**config.mk**
```make
export PLATFORM = sky130hd
export DESIGN_NAME = param_extend_stream
export DESIGN_NICKNAME = d
export VERILOG_FILES = /design/src/rtl/param_extend_stream.sv
export SDC_FILE = /design/constraint.sdc
export NUM_CORES = 1
export LEC_CHECK = 0
export ABC_AREA = 1
export CAP_MARGIN = 10
export CORE_MARGIN = 2
export CORE_UTILIZATION = 41
export CTS_CLUSTER_DIAMETER = 50
export DETAILED_ROUTE_END_ITERATION = 10
export PLACE_DENSITY_LB_ADDON = 0.25
export SYNTH_ARGS = -nofsm -noshare
export SYNTH_HDL_FRONTEND = slang
export SYNTH_SLANG_ARGS = --single-unit
```
**constraint.sdc**
```tcl
create_clock -name clk -period 2.1 [get_ports clk]
set_clock_uncertainty 0.15 [all_clocks]
set_input_delay 0.42 -clock clk [delete_from_list [all_inputs] [get_ports clk]]
set_output_delay 0.42 -clock clk [all_outputs]
set_load 0.05 [all_outputs]
```
**src/rtl/param_extend_stream.sv**
```systemverilog
// -----------------------------------------------------------------------------
// param_extend_stream
//   Streaming width extender with an output FIFO. Each accepted IN_W-bit
//   sample is extended to OUT_W bits according to its own mode, stored
//   already extended in a DEPTH-entry FIFO, and delivered on a valid/ready
//   output. Lets narrow sample producers feed the wide datapath while
//   absorbing backpressure from it.
//
// Ports
//   clk        rising-edge clock
//   rst_n      asynchronous active-low reset (pointers, level, mode_err)
//   in_valid   input sample valid
//   in_ready   FIFO has room (level != DEPTH)
//   in_data    input sample, IN_W bits
//   in_mode    00 zero-ext, 01 sign-ext, 10 left-align, 11 illegal
//   out_valid  head word valid (level != 0)
//   out_ready  consumer accepts head word
//   out_data   extended head word, OUT_W bits (undefined while !out_valid)
//   level      occupied entries, 0..DEPTH
//   mode_err   sticky flag: an illegal-mode sample was accepted
//   clear_err  synchronous clear of mode_err (a same-cycle set wins)
// -----------------------------------------------------------------------------
module param_extend_stream #(
  parameter int IN_W  = 2,
  parameter int OUT_W = 25,
  parameter int DEPTH = 4,
  parameter int LVL_W = $clog2(DEPTH + 1)
) (
  input  logic             clk,
  input  logic             rst_n,
  input  logic             in_valid,
  output logic             in_ready,
  input  logic [IN_W-1:0]  in_data,
  input  logic [1:0]       in_mode,
  output logic             out_valid,
  input  logic             out_ready,
  output logic [OUT_W-1:0] out_data,
  output logic [LVL_W-1:0] level,
  output logic             mode_err,
  input  logic             clear_err
);

  localparam int PTR_W = $clog2(DEPTH);
  localparam int PAD_W = OUT_W - IN_W;

  typedef enum logic [1:0] {
    MODE_ZERO = 2'b00,
    MODE_SIGN = 2'b01,
    MODE_LEFT = 2'b10,
    MODE_ILL  = 2'b11
  } mode_e;

  logic [OUT_W-1:0] mem [DEPTH];
  logic [PTR_W-1:0] wr_ptr;
  logic [PTR_W-1:0] rd_ptr;
  logic [OUT_W-1:0] ext_data;
  logic             push;
  logic             pop;
  logic             illegal;

  // Handshake flags come straight from the registered level, so neither
  // ready nor valid has a combinational path from the opposite port.
  assign in_ready  = (level != LVL_W'(DEPTH));
  assign out_valid = (level != '0);
  assign push      = in_valid && in_ready;
  assign pop       = out_valid && out_ready;
  assign out_data  = mem[rd_ptr];
  assign illegal   = (mode_e'(in_mode) == MODE_ILL);

  // NOTE: every output of a combinational block gets a default first so a
  // missing case arm can never infer a latch.
  always_comb begin
    ext_data = {{PAD_W{1'b0}}, in_data};
    case (mode_e'(in_mode))
      MODE_SIGN: ext_data = {{PAD_W{in_data[IN_W-1]}}, in_data};
      MODE_LEFT: ext_data = {in_data, {PAD_W{1'b0}}};
      default:   ext_data = {{PAD_W{1'b0}}, in_data};  // zero and illegal
    endcase
  end

  // NOTE: the storage array has no reset; it is only read at rd_ptr while
  // level != 0, so stale contents are never observable and the array can
  // map onto plain RAM/flops without reset routing.
  always_ff @(posedge clk) begin
    if (push) mem[wr_ptr] <= ext_data;
  end

  // NOTE: all state registers use non-blocking assignments so every
  // register samples pre-edge values regardless of statement order.
  always_ff @(posedge clk or negedge rst_n) begin
    if (!rst_n) begin
      wr_ptr <= '0;
      rd_ptr <= '0;
      level  <= '0;
    end else begin
      // DEPTH is a power of two, so the natural PTR_W-bit wrap is modulo DEPTH.
      if (push) wr_ptr <= wr_ptr + PTR_W'(1);
      if (pop)  rd_ptr <= rd_ptr + PTR_W'(1);
      case ({push, pop})
        2'b10:   level <= level + LVL_W'(1);
        2'b01:   level <= level - LVL_W'(1);
        default: level <= level;
      endcase
    end
  end

  // Set has priority over clear so an error arriving with the clear is kept.
  always_ff @(posedge clk or negedge rst_n) begin
    if (!rst_n) begin
      mode_err <= 1'b0;
    end else if (push && illegal) begin
      mode_err <= 1'b1;
    end else if (clear_err) begin
      mode_err <= 1'b0;
    end
  end

endmodule

```
==> results.toml <==
[timing]
timing.fmax_ghz = 0.4894
post-route-min-period_ps = 2043
finalHoldViolations = 0
setup_viol_count_final = 0
report.final.slew_viol_count = 0
slew_of_the_pin_with_the_lowest_slew_margin_ps = 493.6
setup_repair_after_global_routing_missed_its_margin = "true"
worst_slew_margin_rel_pct = 66.99
timing.final.crit_share_pct = 97.31

[cts]
cts-hold-fix-buffers = 0
path_clk_slew_ps = 90
cts_num_sinks = 28
cts_tree = "yes"
clock_insertion_delay_worst_skew_ps = 280
max-clock-path-buffers = 2
cts_inserted_buffers = 3
htreeDepth = 1
ctsRootBufferMaster = "sky130_fd_sc_hd__clkbuf_8"

[synth]
synth.lib_cells_used.distinct = 23
netlist_instances = 156
yosys_warnings = 0
syn-num-nets = 174
syn-mean-instance-area_um2 = 9.986
ys_ff_latch = 28
mappedNetlistArea_um2 = 1558
seq_area_frac_synth_pct = 51.41

[layout]
n_antenna_cell = 0
nFillCells = 269
layout.nets = 209
post-route-cell-area_um2 = 2303
final_cell_count_without_fillers = 238
drive_gt1_share_pct = 32.63
highest_count_cells_in_the_layout_ignoring_fill_and_taps = "sky130_fd_sc_hd__nand2_1 (34), sky130_fd_sc_hd__buf_12 (26), sky130_fd_sc_hd__inv_1 (24), sky130_fd_sc_hd__edfxtp_1 (20), sky130_fd_sc_hd__buf_4 (15)"
layout_commonest_cell = "sky130_fd_sc_hd__nand2_1"
synthToLayoutAreaGrowth_pct = 47.87

[routing]
avgViaCountPerCell = 4.513
number_of_nets_with_antenna_violations_after_routing = 0
first_iter_violations = 31
first_pass_iters = 6
drc_violations = 0
routed_wirelength_um = 2791
detailroute.via_count = 1074
post_drt_wl_per_cell_um = 11.73

[global_route]
grt_overflow = 0
grt_start_max_net_pins = 17
number_of_antenna_violations_at_the_first_check_in_global_routing = 0
grt_pass1_vias = 1104
grt_first_pass_wirelength_um = 4899
grt.total_usage_pct = 14.75

[job]
maxCapViolCount = 0

[worst_setup_path]
worstReg2RegEnd = "level[2]"
cp.buffers_inverters = 1
timing.critical_path.max_delay_family = "buffers and inverters"
cp.arrival_ps = 1470
slowest_delay_ps = 800
worstPathRequired_ps = 1530
setup.worst_path.end = "level[1]"
cp_max_fo = 3
critical_path.endpoint_type = "output pin"
path_cells = "clkdlybuf4s50_1"
crit_path_top_delay_cell = "sky130_fd_sc_hd__clkdlybuf4s50_1"
cp-start-kind = "flop"
setup.worst_path.class = "flop to output pin"
rr_startpoint = "level[0]"
worstSetupPathDepth = 1
worst_setup_path_startpoint = "level[1]"
ff2ff_setup_slack_ps = 190
worstRegToRegCells = 10

[die]
floorplan.die_area_um2 = 4309
placeable_area_um2 = 3661
row_count = 22
i_o_pin_total = 40
die_w_um = 65.64
die_height_um = 65.64
start_util_pct = 42.55

[place]
detailed_place.area_um2 = 2165
routabilityCongestion = 0.7140
hpwl_um = 2275
placement.io_buffers = 39
place.detailed.instances = 229

[min_path]
holdCritPathClass = "input port to asynchronous set/reset pin"

[outcome]
run_status = "finished, final reports clean"
-- cell usage after synthesis (all sizes together) --
master | count | share of area [%]
o21ai | 1 | 0.32
o21a | 2 | 0.96
nor2 | 5 | 1.2
dfrtp | 8 | 13
nand2 | 38 | 9.8
xnor2 | 1 | 0.56
nand4 | 1 | 0.40
edfxtp | 20 | 39
nand3 | 8 | 3.7
a21oi | 2 | 0.64
o211ai | 10 | 5.1
ha | 8 | 6.4
fa | 1 | 1.3
buf | 23 | 11
inv | 28 | 6.7
-- worst min path at each step --
stage	slack, ps	endpoint	start	cells past startpoint
3_3_place_gp	320	mode_err	mode_err	2
2_1_floorplan	-30	level[0]	rst_n	0
4_1_cts	290	wr_ptr[1]	rst_n	1
3_5_place_dp	320	mode_err	mode_err	2
6_report	280	wr_ptr[0]	rst_n	1
5_1_grt	300	wr_ptr[0]	rst_n	1
-- per-layer routing --
| layer | vias up | share of wire (%) | track usage (%) |
|---|---|---|---|
| li1 | 549 | - | - |
| met1 | 489 | 37 | 14.98 |
| met2 | 32 | 55 | 28.91 |
| met3 | 4 | 6.3 | 2.568 |
| met4 | 0 | 1.4 | 6.250 |
| met5 | - | 0 | 0 |
-- timing repair --
item / 4_1_cts / 5_1_grt
pin swaps: 0 / 1
gates resized for setup: 2 / 3
gates cloned: 1 / 0
buffers inserted: 3 / 1
setup endpoints to repair: 21 / 22
-- cell type report --
type	count	area [µm²]	area share [%]
Sequential cell	28	805.8	34.98
Timing Repair Buffer	53	772.0	33.51
Multi-Input combinational cell	77	486.7	21.13
Inverter	28	107.6	4.671
Tap cell	48	60.06	2.607
Clock buffer	3	41.29	1.793
Clock inverter	1	30.03	1.304
-- sequential cells by signal, indices dropped and copies added (netlist names) --
name and cells:
level 3, rd_ptr 2, wr_ptr 2, mode_err 1, mem 20
-- cell families after synthesis --
| group | after synthesis | synth area share [%] |
|---|---|---|
| compound gates | 15 | 7.067 |
| xor+xnor | 1 | 0.5624 |
| fa+ha+maj | 9 | 7.711 |
| buf+inv | 51 | 18.15 |
| flops | 28 | 51.41 |
| simple gates | 52 | 15.10 |
-- metrics by stage --
step           util, %  setup TNS [ps]  setup slack, ps  hold slack, ps
2_1_floorplan        -          -33.51           -33.51          -25.59
3_3_place_gp     59.13          -32.27           -27.74           315.6
3_5_place_dp     59.13          -175.4           -97.08           322.6
4_1_cts          62.47               0            46.02           291.4
5_1_grt          62.92          -174.7           -10.20           301.8
6_report         62.92               0            56.52           281.5
Power is left out: the tool's default activity adds up to more than one toggle a clock period on the data nets, which glitch-free logic cannot reach.
